<file path="src/rtl/instruction_decode_pipe.sv">
// Decode stage: classifies a 32-bit instruction, gathers operands (forwarding
// before register file) and holds micro-ops in an output register plus skid entry.
module instruction_decode_pipe #(
  parameter int DATA_W    = 32,
  parameter int REG_IDX_W = 4,
  parameter int FWD_PORTS = 2
) (
  input  logic                           clk,
  input  logic                           rst,
  input  logic                           instr_valid_i,
  input  logic [31:0]                    instr_i,
  output logic                           instr_ready_o,
  input  logic [3:0]                     flags_i,
  output logic [REG_IDX_W-1:0]           rr1_i_o,
  output logic [REG_IDX_W-1:0]           rr2_i_o,
  output logic [REG_IDX_W-1:0]           rr3_i_o,
  input  logic [DATA_W-1:0]              rr1_i,
  input  logic [DATA_W-1:0]              rr2_i,
  input  logic [DATA_W-1:0]              rr3_i,
  input  logic [FWD_PORTS-1:0]           fwd_valid_i,
  input  logic [FWD_PORTS*REG_IDX_W-1:0] fwd_dest_i,
  input  logic [FWD_PORTS*DATA_W-1:0]    fwd_data_i,
  input  logic                           flush_i,
  output logic                           uop_valid_o,
  input  logic                           uop_ready_i,
  output logic [2:0]                     uop_class_o,
  output logic                           uop_exec_o,
  output logic [3:0]                     uop_opcode_o,
  output logic [REG_IDX_W-1:0]           uop_dest_o,
  output logic [DATA_W-1:0]              uop_a_o,
  output logic [DATA_W-1:0]              uop_b_o,
  output logic [DATA_W-1:0]              uop_c_o,
  output logic                           uop_wr_dest_o,
  output logic                           uop_wr_cpsr_o
);

  localparam logic [2:0] CLS_NOP   = 3'd0;
  localparam logic [2:0] CLS_INT   = 3'd1;
  localparam logic [2:0] CLS_INTM  = 3'd2;
  localparam logic [2:0] CLS_LOAD  = 3'd3;
  localparam logic [2:0] CLS_STORE = 3'd4;
  localparam logic [2:0] CLS_UNDEF = 3'd7;

  typedef struct packed {
    logic [2:0]           cls;
    logic                 exec;
    logic [3:0]           opcode;
    logic [REG_IDX_W-1:0] dest;
    logic [DATA_W-1:0]    a;
    logic [DATA_W-1:0]    b;
    logic [DATA_W-1:0]    c;
    logic                 wr_dest;
    logic                 wr_cpsr;
  } uop_t;

  function automatic logic cond_pass(input logic [3:0] cond, input logic [3:0] nzcv);
    logic n, z, c, v, pass;
    n = nzcv[3];
    z = nzcv[2];
    c = nzcv[1];
    v = nzcv[0];
    case (cond)
      4'h0:    pass = z;
      4'h1:    pass = !z;
      4'h2:    pass = c;
      4'h3:    pass = !c;
      4'h4:    pass = n;
      4'h5:    pass = !n;
      4'h6:    pass = v;
      4'h7:    pass = !v;
      4'h8:    pass = c && !z;
      4'h9:    pass = !c || z;
      4'hA:    pass = (n == v);
      4'hB:    pass = (n != v);
      4'hC:    pass = !z && (n == v);
      4'hD:    pass = z || (n != v);
      4'hE:    pass = 1'b1;
      default: pass = 1'b0;
    endcase
    return pass;
  endfunction

  function automatic logic [REG_IDX_W-1:0] to_idx(input logic [3:0] field);
    return REG_IDX_W'(field);
  endfunction

  function automatic logic [DATA_W-1:0] rot_imm(input logic [7:0] imm8, input logic [3:0] rot);
    logic [2*DATA_W-1:0] dbl;
    logic [31:0]         amt;
    amt = (32'(rot) * 32'd2) % 32'(DATA_W);
    dbl = {DATA_W'(imm8), DATA_W'(imm8)} >> amt;
    return dbl[DATA_W-1:0];
  endfunction

  // Lowest-index matching forwarding port overrides the register file value.
  function automatic logic [DATA_W-1:0] pick_operand(
    input logic [REG_IDX_W-1:0]           idx,
    input logic [DATA_W-1:0]              rf_data,
    input logic [FWD_PORTS-1:0]           fv,
    input logic [FWD_PORTS*REG_IDX_W-1:0] fd,
    input logic [FWD_PORTS*DATA_W-1:0]    fdat
  );
    logic [DATA_W-1:0] val;
    val = rf_data;
    for (int p = FWD_PORTS - 1; p >= 0; p--) begin
      if (fv[p] && (fd[p*REG_IDX_W +: REG_IDX_W] == idx)) val = fdat[p*DATA_W +: DATA_W];
    end
    return val;
  endfunction

  logic                 w_is_mul;
  logic [2:0]           w_cls;
  logic [REG_IDX_W-1:0] w_rr1, w_rr2, w_rr3;
  uop_t                 w_dec, w_uop;
  uop_t                 r_out, r_skid, w_out_nxt, w_skid_nxt;
  logic                 r_out_v, r_skid_v, r_ready;
  logic                 w_out_v_nxt, w_skid_v_nxt;
  logic                 w_accept, w_out_fire;

  assign w_is_mul = !instr_i[25] && instr_i[7] && instr_i[4];

  // Classify the instruction and derive register indices and non-operand fields.
  always_comb begin
    w_dec = '0;
    w_rr1 = '0;
    w_rr2 = '0;
    w_rr3 = '0;
    if (instr_i[27:0] == 28'h320F000)                 w_cls = CLS_NOP;
    else if ((instr_i[27:26] == 2'b00) && !w_is_mul)  w_cls = CLS_INT;
    else if (w_is_mul)                                w_cls = CLS_INTM;
    else if (instr_i[27:25] == 3'b011)                w_cls = instr_i[20] ? CLS_LOAD : CLS_STORE;
    else                                              w_cls = CLS_UNDEF;
    w_dec.cls = w_cls;
    case (w_cls)
      CLS_INT: begin
        w_rr1          = to_idx(instr_i[19:16]);
        w_rr2          = instr_i[25] ? '0 : to_idx(instr_i[3:0]);
        w_dec.exec     = cond_pass(instr_i[31:28], flags_i);
        w_dec.opcode   = instr_i[24:21];
        w_dec.dest     = to_idx(instr_i[15:12]);
        // Opcodes 8..11 are compare-only: flags written, no destination.
        if (instr_i[24:23] == 2'b10) begin
          w_dec.wr_dest = 1'b0;
          w_dec.wr_cpsr = 1'b1;
        end else begin
          w_dec.wr_dest = 1'b1;
          w_dec.wr_cpsr = instr_i[20];
        end
      end
      CLS_INTM: begin
        w_rr1          = to_idx(instr_i[3:0]);
        w_rr2          = to_idx(instr_i[11:8]);
        w_rr3          = to_idx(instr_i[15:12]);
        w_dec.exec     = cond_pass(instr_i[31:28], flags_i);
        w_dec.opcode   = {1'b0, instr_i[23:21]};
        w_dec.dest     = to_idx(instr_i[19:16]);
        w_dec.wr_dest  = 1'b1;
      end
      CLS_LOAD, CLS_STORE: begin
        w_rr1          = to_idx(instr_i[19:16]);
        w_rr3          = to_idx(instr_i[15:12]);
        w_dec.exec     = cond_pass(instr_i[31:28], flags_i);
        w_dec.dest     = to_idx(instr_i[15:12]);
        w_dec.wr_dest  = (w_cls == CLS_LOAD);
      end
      default: w_dec.cls = w_cls;
    endcase
  end

  assign rr1_i_o = w_rr1;
  assign rr2_i_o = w_rr2;
  assign rr3_i_o = w_rr3;

  // Fill operand slots from forwarding buses, register file data or immediates.
  always_comb begin
    w_uop = w_dec;
    case (w_dec.cls)
      CLS_INT: begin
        w_uop.a = pick_operand(w_rr1, rr1_i, fwd_valid_i, fwd_dest_i, fwd_data_i);
        w_uop.b = instr_i[25] ? rot_imm(instr_i[7:0], instr_i[11:8])
                              : pick_operand(w_rr2, rr2_i, fwd_valid_i, fwd_dest_i, fwd_data_i);
      end
      CLS_INTM: begin
        w_uop.a = pick_operand(w_rr1, rr1_i, fwd_valid_i, fwd_dest_i, fwd_data_i);
        w_uop.b = pick_operand(w_rr2, rr2_i, fwd_valid_i, fwd_dest_i, fwd_data_i);
        w_uop.c = pick_operand(w_rr3, rr3_i, fwd_valid_i, fwd_dest_i, fwd_data_i);
      end
      CLS_LOAD, CLS_STORE: begin
        w_uop.a = pick_operand(w_rr1, rr1_i, fwd_valid_i, fwd_dest_i, fwd_data_i);
        w_uop.b = DATA_W'(instr_i[11:0]);
        w_uop.c = pick_operand(w_rr3, rr3_i, fwd_valid_i, fwd_dest_i, fwd_data_i);
      end
      default: w_uop = w_dec;
    endcase
  end

  assign w_accept   = instr_valid_i && r_ready && !flush_i;
  assign w_out_fire = r_out_v && uop_ready_i;

  // Buffer next state; the skid entry only fills while the output register stalls.
  always_comb begin
    w_out_v_nxt  = r_out_v;
    w_out_nxt    = r_out;
    w_skid_v_nxt = r_skid_v;
    w_skid_nxt   = r_skid;
    if (flush_i) begin
      w_out_v_nxt  = 1'b0;
      w_out_nxt    = '0;
      w_skid_v_nxt = 1'b0;
      w_skid_nxt   = '0;
    end else if (!r_out_v || w_out_fire) begin
      if (r_skid_v) begin
        w_out_v_nxt  = 1'b1;
        w_out_nxt    = r_skid;
        w_skid_v_nxt = 1'b0;
        w_skid_nxt   = '0;
      end else if (w_accept) begin
        w_out_v_nxt  = 1'b1;
        w_out_nxt    = w_uop;
      end else begin
        w_out_v_nxt  = 1'b0;
        w_out_nxt    = '0;
      end
    end else begin
      if (w_accept) begin
        w_skid_v_nxt = 1'b1;
        w_skid_nxt   = w_uop;
      end else begin
        w_skid_v_nxt = r_skid_v;
      end
    end
  end

  // Buffer registers and registered ready.
  always_ff @(posedge clk or negedge rst) begin
    if (!rst) begin
      r_out_v  <= 1'b0;
      r_out    <= '0;
      r_skid_v <= 1'b0;
      r_skid   <= '0;
      r_ready  <= 1'b0;
    end else begin
      r_out_v  <= w_out_v_nxt;
      r_out    <= w_out_nxt;
      r_skid_v <= w_skid_v_nxt;
      r_skid   <= w_skid_nxt;
      r_ready  <= !w_skid_v_nxt;
    end
  end

  assign instr_ready_o = r_ready;
  assign uop_valid_o   = r_out_v;
  assign uop_class_o   = r_out.cls;
  assign uop_exec_o    = r_out.exec;
  assign uop_opcode_o  = r_out.opcode;
  assign uop_dest_o    = r_out.dest;
  assign uop_a_o       = r_out.a;
  assign uop_b_o       = r_out.b;
  assign uop_c_o       = r_out.c;
  assign uop_wr_dest_o = r_out.wr_dest;
  assign uop_wr_cpsr_o = r_out.wr_cpsr;

endmodule
</file>
<file path="config.mk">
export PLATFORM = sky130hd
export DESIGN_NAME = instruction_decode_pipe
export DESIGN_NICKNAME = d
export VERILOG_FILES = /design/src/rtl/instruction_decode_pipe.sv
export SDC_FILE = /design/constraint.sdc
export NUM_CORES = 1
export LEC_CHECK = 0
export BUFFER_PORTS_ARGS = -buffer_cell sky130_fd_sc_hd__buf_4
export CORE_AREA = 10 10 181 183
export CTS_CLUSTER_SIZE = 40
export DETAILED_ROUTE_END_ITERATION = 7
export DIE_AREA = 0 0 191 193
export PLACE_DENSITY = 0.77
export SLEW_MARGIN = 10
export SYNTH_ARGS = -nofsm -noshare
export SYNTH_HDL_FRONTEND = slang
export SYNTH_SLANG_ARGS = --single-unit
</file>
<file path="constraint.sdc">
create_clock -name clk -period 3.9 [get_ports clk]
set_clock_uncertainty 0.15 [all_clocks]
set_input_delay 0.195 -clock clk [delete_from_list [all_inputs] [get_ports clk]]
set_output_delay 0.195 -clock clk [all_outputs]
set_load 0.01 [all_outputs]
</file>
# [Word level (Yosys, flattened, before mapping)]
# Cells that the tools add are included.
[op_classes] addsub=0 multipliers=0 n_div=0 order_cmp=0 eq_ne=30 shifts=1 muxes=40 n_bitwise=0 n_reduce_logical=35
[op_table] operator="$mux 110" n=8
[op_table] operator="$mux 32" n=8
[op_table] operator="$pmux 64 s3" n=1
[op_table] operator="$shr 40x5->32" n=1
[op_table] operator="$pmux 4 s2" n=4
[op_table] operator="$eq 28x26->1 const B" n=1
[op_table] operator="$eq 4x4->1 const B" n=7
[op_table] operator="$eq 4x4->1" n=6
[op_table] operator="$eq 4x3->1 const B" n=4
[op_table] operator="$mux 3" n=5
[op_table] operator="$pmux 1 s15" n=1
[op_table] operator="$logic_and 1x1->1" n=14
[op_table] operator="$eq 3x2->1 const B" n=3
[op_table] operator="$logic_not 1->1" n=9
[op_table] operator="$mux 1" n=9
[op_table] operator="$eq 4x2->1 const B" n=2
[op_table] operator="$mux 4" n=2
[op_table] operator="$reduce_or 3->1" n=2
[op_table] operator="$eq 4x1->1 const B" n=1
[op_table] operator="$logic_not 4->1" n=1
[op_table] operator="$reduce_or 4->1" n=1
[op_table] operator="$eq 3x1->1 const B" n=1
[op_table] operator="$eq 3x3->1 const B" n=1
[op_table] operator="$logic_or 1x1->1" n=3
[op_table] operator="11 further kinds" n=11
[word_totals] register_bits=223 latch_bits=0 ram_bits=0 mem_bits_ro=0 in_bits=211 output_inout_bits=124 elab_cells=127 n_memories=0

# [Longest topological paths before layout]
# Gate-level depths: netlist of run 1.
[depth] word_depth=19 mapped_depth=11 depth_no_buf=7

# [Worst setup path after synthesis of run 1]
# Ideal clock, no wire load.
[synth_path] path_type="input port to flip-flop" from="input instr_i[26]" to="register r_out, in the netlist uop_b_o[8]" setup_time_ps=134 t_arrival_ps=2513 required_ps=3616 path_slack_ps=1103 cell_stages=9 path_buffers=2 path_cell_list="buf_6 a2111oi_4 a21boi_2 xor2_2 nand3_2 buf_4 a221o_1 a222oi_1 o21ai_1"
[synth_between] elab_chain_cells=17 elab_cells_between_ends=26 classes_between="eq/ne (8); mux (13); reduce/logical (5)"
[synth_rtl] element="from (decl)" line="11" text="input logic [31:0] instr_i,"
[synth_rtl] element="$eq 3x2->1" line="131" text="else if (instr_i[27:25] == 3'b011) w_cls = instr_i[20] ? CLS_LOAD : CLS_STORE;"
[synth_rtl] element="$mux 3" line="131"
[synth_rtl] element="$mux 3" line="130" text="else if (w_is_mul) w_cls = CLS_INTM;"
[synth_rtl] element="$mux 3" line="129" text="else if ((instr_i[27:26] == 2'b00) && !w_is_mul) w_cls = CLS_INT;"
[synth_rtl] element="$mux 3 (*)" line="128" text="if (instr_i[27:0] == 28'h320F000) w_cls = CLS_NOP;"
[synth_rtl] element="$eq 3x2->1 or $eq 3x1->1 (tied branches)" line="134, 177"
[synth_rtl] element="$pmux 4 s2" line="134" text="case (w_cls)"
[synth_rtl] element="$eq 4x4->1" line="106" text="if (fv[p] && (fd[p*REG_IDX_W +: REG_IDX_W] == idx)) val = fdat[p*DATA_W +: DATA_W];"
[synth_rtl] element="$logic_and 1x1->1" line="106"
[synth_rtl] element="$mux 32 (2 in series)" line="106"
[synth_rtl] element="$mux 32" line="180" text="w_uop.b = instr_i[25] ? rot_imm(instr_i[7:0], instr_i[11:8])"
[synth_rtl] element="$pmux 64 s3 (*)" line="177" text="case (w_dec.cls)"
[synth_rtl] element="$mux 110 (*)" line="217" text="end else if (w_accept) begin"
[synth_rtl] element="$mux 110 (*)" line="212" text="if (r_skid_v) begin"
[synth_rtl] element="$mux 110 (*)" line="211" text="end else if (!r_out_v || w_out_fire) begin"
[synth_rtl] element="$mux 110 (*)" line="206" text="if (flush_i) begin"
[synth_rtl] element="to (signal assigned)" line="244" text="r_out <= w_out_nxt;"
[synth_rtl] element="to (decl)" line="115" text="uop_t r_out, r_skid, w_out_nxt, w_skid_nxt;"
# Mark *: on every way between the ends. The rest lies on a longest branch, timed or not. The select of a mux whose other input is x is not followed.
# A chain may end at the register's enable or synchronous reset.

# [Worst setup path in the final report of run 1]
[layout_path] from="input instr_i[25]" to="register r_skid[91] (netlist bit)"
[layout_between] elab_chain_cells=18 elab_cells_between_ends=28 classes_between="eq/ne (8); mux (11); reduce/logical (9)"
[layout_rtl] element="parallel branches: the longest is 6 deep, another holds $eq 3x2->1"
[layout_rtl] element="$mux 3 (*)" line="128"
[layout_rtl] element="$eq 3x2->1, or another cell as far along" line="134, 177"
[layout_rtl] element="$reduce_or 3->1 (no line)"
[layout_rtl] element="$pmux 4 s2" line="134"
[layout_rtl] element="$eq 4x4->1" line="106"
[layout_rtl] element="$logic_and 1x1->1" line="106"
[layout_rtl] element="$mux 32 (2 in series)" line="106"
[layout_rtl] element="$pmux 64 s3 (*)" line="177"
[layout_rtl] element="$mux 110 (*)" line="225" text="if (w_accept) begin"
[layout_rtl] element="$mux 110 (*)" line="211"
[layout_rtl] element="$mux 110 (*)" line="206"
[layout_rtl] element="to (signal assigned)" line="246" text="r_skid <= w_skid_nxt;"
[layout_rtl] element="to (decl)" line="115"
# Mark *: on every way between the ends. The select of a mux whose other input is x is not followed.

==> results.toml, run 1 <==
[placed_design]
place_congestion = 0.9744
port_buffers = 334
placement.cell_area_um2 = 15770
dp_worst_setup_slack_ps = 463.7
place_hpwl_um = 38870

[clocking]
cts.clk_slew.worst_paths_ps = 70
clock_sinks = 223
post_cts_buffers = 0
h-tree-depth = 1
clk_latency_ps = 540
cts_buffers = 25
cts_root_buffer = "clkbuf_16"
cts_tree = "done"
clockBufferDepth = 3

[routing]
drtIter0Drc = 1775
ant_nets = 0
route.detailed.drc = 0
wl_um = 57380
route.vias.total = 14249
wl_per_cell_um = 25.92
vias_per_cell = 6.436
drtPass1Iterations = 8

[synth]
syn-num-nets = 1566
synth_edf_count = 0
syn_area_per_cell_um2 = 9.520
synth_cells = 1355
synth.cell_area_um2 = 12900
ys_async_sr_fraction = 1.000
synth_ff_type = "dfrtp_1"
ys_seq_area_frac = 0.4326
synth_top_area_cell = "dfrtp_1"
netlist-cell-type-count = 79
ys_top_cells_by_area = "dfrtp_1 43%, mux2i_1 6.0%, a22o_1 5.6%"
ys_ff_latch = 223
yosys.area.top_type_share = 0.4326
synth_warnings = 0

[cells_and_area]
final_nets = 2011
layout-drive-gt1-share = 0.2455
finalInstanceArea_um2 = 18330
multi_input_area_um2 = 6660
syn_to_final_growth_pct = 42.11
final_cell_mix = "356 x buf_4, 223 x dfrtp_1, 172 x dlygate4sd3_1"
n_fill_cell = 2338
seqCellArea_um2 = 5580
final_common_cell = "buf_4"

[timing]
fin_crit_sh = 0.9538
finalSetupTns_ps = 0
rsz0062_at_grt = "false"
fmax_ghz = 0.2688
worst-slew-pin-transition_ps = 1033
slew_violations = 0
max_slew_margin = 0.3089
fin_crit_ps = 3720
hold_viol = 0
fin_ws_ps = 180.1
finalSetupViolations = 0

[global_route]
gr-usage-met2 = 0.4717
grt_max_degree = 118
grt_pass1_vias = 14656
met3_usage = 0.07500
antenna_found_initial = 9
overflow = 0
grt_first_pass_wirelength_um = 86830
grt_usage = 0.2989
grt-busiest-layer = "met2"
met1_usage = 0.3812

[worst_setup_path]
cp-start-kind = "input port"
crit_fanout = 32
critPathArrivalTime_ps = 3990
worstPathRequired_ps = 4170
path_class = "in -> reg"
worstSetupEndpointType = "flop"

[floorplan]
die_y_um = 193
initial_core_util = 0.4411
die_w_um = 191
num_rows = 63
design.die.area_um2 = 36860
core_um2 = 29240
pin_count = 335

[run]
cap_viol_max_count = 0

[status]
status = "finished clean"

[worst_hold_path]
hold_class = "in -> reg"

[power_and_ir_drop]
vdd_drop_max_mv = 0.2681
power_leakage_nw = 8.918
p_per_area_nw_per_um2 = 319.2
-- layer usage --
metal  wire length (µm)  up-vias  share of wire
met3               6077      213           0.11
met2              26290      990           0.46
li1                   -     6063              -
met5                 29        -        0.00051
met4               2879        4          0.050
met1              22100     6979           0.39
-- synthesized netlist by cell type (all sizes together) (4+ instances only) --
cell type	instances
a22oi	70
nand4	11
o31ai	12
nor4b	5
a22o	83
nand2b	9
dfrtp	223
a221oi	19
a211oi	5
or2	5
nand2	131
xnor2	8
nand3	9
o22ai	10
xor2	9
a2bb2oi	10
clkbuf	83
and2	21
mux2i	78
o32ai	4
nor2b	5
a31oi	15
nor3b	4
buf	37
nor2	66
a21o	44
or3	5
nor3	9
o221ai	68
a21oi	55
mux2	9
inv	50
nor4	13
o21ai	111
a32oi	4
a221o	9
-- worst max-delay path, stage by stage --
cell and delay, ps:
buf_6 230, and3b_2 370, buf_4 250, and2_1 190
or2_2 330, xor2_1 170, nor4_4 330, buf_12 280
mux2i_1 240, dlygate4sd3_1 620, o221ai_1 140, dlygate4sd3_1 580
-- report_power, final --
part / switching, mW / total, mW / leakage, nW / internal [mW]
registers: 0.0278 / 2.38 / 3.09 / 2.35
logic: 0.622 / 1.10 / 5.42 / 0.478
clock network: 1.01 / 2.37 / 0.403 / 1.36
-- registers in the layout, summed over array words and instances (netlist names), 3 cells and up --
signal,cells
uop_b_o,32
uop_opcode_o,4
uop_a_o,32
uop_dest_o,4
uop_class_o,3
r_skid,110
uop_c_o,32
-- path summary, 6_finish.rpt --
kind	cells after the start	slack [ps]	startpoint	end
min	4	10	instr_i[3]	r_skid[37]
max reg2reg	8	470	r_skid_v	uop_a_o[17]
min reg2reg	2	330	uop_wr_cpsr_o	uop_wr_cpsr_o
max in group asynchronous	3	2500	rst	r_skid[85]
max	12	180	instr_i[25]	r_skid[91]
min in group asynchronous	2	60	rst	uop_c_o[19]
-- cell type report --
type | instances | share of cell area
Clock inverter | 10 | 0.005392
Sequential cell | 223 | 0.3044
Inverter | 50 | 0.01024
Multi-Input combinational cell | 962 | 0.3633
Timing Repair Buffer | 538 | 0.2499
Tap cell | 390 | 0.02662
Antenna cell | 7 | 0.0009555
Clock buffer | 34 | 0.03924
-- kinds of logic (layout without fill, tap and decap cells) --
family,after synthesis,after routing,share of synthesized area
compound gates,549,549,0.3140
xor+xnor,17,17,0.01329
buf+inv,170,632,0.05422
flops,223,223,0.4326
mux,87,87,0.06935
other cells,0,7,0
simple gates,309,309,0.1166
-- metrics by stage --
stage	hold WS, ps	std cells	power (mW)	util
floorplan	-250.6	1355	2.864	-
global placement	70.22	1991	3.344	0.5393
detailed placement	76.69	1991	3.357	0.5393
CTS	7.839	2207	5.835	0.6262
global route	44.87	2212	6.033	0.6267
finish	12.91	2214	5.851	0.6269
-- what timing repair did --
| item | 4_1_cts | 5_1_grt |
|---|---|---|
| resized for setup | 0 | 1 |
| endpoints found under the setup margin | 0 | 2 |
| endpoints found under the hold margin | 222 | 0 |
| hold buffers | 172 | 0 |
(Power assumes the default switching activity.)
==> run 2: changes to the inputs <==
--- a/config.mk
+++ b/config.mk
@@ -5,12 +5,13 @@
 export SDC_FILE = /design/constraint.sdc
 export NUM_CORES = 1
 export LEC_CHECK = 0
-export BUFFER_PORTS_ARGS = -buffer_cell sky130_fd_sc_hd__buf_4
 export CORE_AREA = 10 10 181 183
+export CTS_BUF_LIST = sky130_fd_sc_hd__clkbuf_16
 export CTS_CLUSTER_SIZE = 40
 export DETAILED_ROUTE_END_ITERATION = 7
 export DIE_AREA = 0 0 191 193
-export PLACE_DENSITY = 0.77
+export DONT_BUFFER_PORTS = 1
+export PLACE_DENSITY = 0.67
 export SLEW_MARGIN = 10
 export SYNTH_ARGS = -nofsm -noshare
 export SYNTH_HDL_FRONTEND = slang
==> run 2 against run 1 <==
The run now ends with negative hold slack left. Combinational power is 25% lower. Highest routed layer unchanged. Sequential power hardly changed. Sequential share of layout area is 3.2 points higher. Cell count is 12% lower. Clock-buffer cell count is 8 lower. Largest power group is now the clock network. Non-clock buffer count is 261 lower. Global-route usage hardly changed. Fmax is 3.0% higher. Total power is 0.15% lower. First-iteration DRC count is 11% lower. Cell area is 9.6% lower.
==> results.toml, run 2 (synthesized netlist as in run 1, its figures left out) <==
[power_and_ir_drop]
clock_power_share = 0.449
p_per_area_nw_per_um2 = 352.5
p_comb_frac = 0.141
p_switching_mw = 1.563
p_seq_frac = 0.411
vdd_drop_max_mv = 0.3334
power_leakage_nw = 7.545
swShare = 0.2675
intPower_mw = 4.280

[cells_and_area]
final_nets = 1751
largest_reg_flops = 110
syn_to_final_growth_pct = 28.50
final_cells = 1958
final_common_cell = "dlygate4sd3_1"
final_cell_mix = "247 x dlygate4sd3_1, 223 x dfrtp_1, 131 x nand2_1"
n_fill_cell = 2468
final_core_util = 0.5668
layout-drive-gt1-share = 0.07179
largest-register = "r_skid"

[timing]
finalSetupTns_ps = 0
slew_violations = 0
rsz0062_at_grt = "false"
fin_crit_ps = 3611
fmax_ghz = 0.2770
fin_crit_sh = 0.9258
holdWs_ps = -790.5
max_slew_margin = 0.2942
worst-slew-pin-transition_ps = 1051
finalSetupViolations = 0
hold_viol = 223

[routing]
route.detailed.drc = 0
drtIter0Drc = 1576
wl_per_cell_um = 29.13
route.vias.total = 13249
vias_per_cell = 6.767
wl_um = 57050
ant_nets = 0
drtPass1Iterations = 6

[placed_design]
place_hpwl_um = 36650
place_congestion = 0.9538
port_buffers = 0
numPlacedInstances = 1655

[global_route]
overflow = 0
grt_first_pass_wirelength_um = 85610
antenna_found_initial = 7
grt_max_degree = 224
grt_usage = 0.2991
grt_pass1_vias = 13394

[clocking]
h-tree-depth = 1
cts_tree = "done"
post_cts_buffers = 0
cts_buffers = 26
clk_latency_ps = 540
cts_root_buffer = "clkbuf_16"
cts.clk_slew.worst_paths_ps = 70
cts.repair.resized = 0
clockBufferDepth = 3
clock_sinks = 223
cts-hold-fix-buffers = 247

[worst_hold_path]
hold_class = "in -> async"

[floorplan]
num_rows = 63
pin_count = 335
core_um2 = 29240
design.die.area_um2 = 36860
initial_core_util = 0.4411
die_w_um = 191
die_y_um = 193

[worst_setup_path]
r2r_end = "uop_a_o[19]"
critPathLaunch = "instr_i[25]"
worstRegToRegCells = 8
critPathArrivalTime_ps = 3890
rr_startpoint = "r_skid_v"
rrSetupSlack_ps = 550
worstPathRequired_ps = 4180
path_class = "in -> reg"
cp-start-kind = "input port"
crit_fanout = 32
worstSetupEndpointType = "flop"
setup.worst_path.end = "uop_a_o[29]"

[status]
violations = "negative hold slack"
status = "finished with violations"

[run]
cap_viol_max_count = 0
-- run 2: changes by cell type in the layout (fill, tap and decap cells not counted), sizes merged --
cell	delta
buf	-336
dlygate4sd3	+75
clkbuf	-8
bufinv	+4
inv	+4
clkinv	+2
clkinvlp	+2
diode	+1
-- run 2: metrics by stage --
step                area [µm²]  hold slack [ps]  setup WS [ps]  power (mW)
floorplan                12900           -250.6           1103       2.864
global placement         13170           -235.1          791.9       2.996
detailed placement       13170           -235.3          780.3       3.002
CTS                      16560           -804.2          432.1       5.836
global route             16570           -800.5          163.1       6.014
finish                   16580           -790.5          289.4       5.842
-- run 2: worst min-delay path by stage --
stage,to,depth (start not counted)
2_1_floorplan,instr_ready_o,0
3_3_place_gp,r_skid[29],0
3_5_place_dp,uop_c_o[27],0
4_1_cts,uop_a_o[29],0
5_1_grt,uop_c_o[27],0
6_report,r_skid[30],0
-- run 2: worst max-delay path, stage by stage --
cell and delay [ps]:
and3b_2 490, buf_4 290, a22o_1 320, xor2_1 140, nor4_4 210, buf_4 550, mux2i_1 280, dlygate4sd3_1 620
o221ai_1 100, dlygate4sd3_1 580
-- run 2: power by group through the flow --
stage	Clock (mW)	Combinational (mW)	Sequential, mW
floorplan	0	0.441	2.42
detailed placement	0	0.563	2.44
CTS	2.65	0.793	2.40
global route	2.74	0.876	2.40
finish	2.62	0.824	2.40
global placement	0	0.558	2.44
-- run 2: final cells by class --
class / count / area, µm² / area share
Antenna cell: 8 / 20.02 / 0.001208
Timing Repair Buffer: 277 / 2723 / 0.1643
Tap cell: 390 / 488.0 / 0.02944
Clock buffer: 26 / 650.6 / 0.03925
Multi-Input combinational cell: 962 / 6665 / 0.4021
Clock inverter: 22 / 261.5 / 0.01578
Sequential cell: 223 / 5580 / 0.3367
Inverter: 50 / 187.7 / 0.01132
-- run 2: metal layers --
layer	global-route usage	wire length, µm
met1	0.3681	21290
met2	0.4700	26360
met3	0.09856	6642
met4	0.1357	2734
met5	0	26
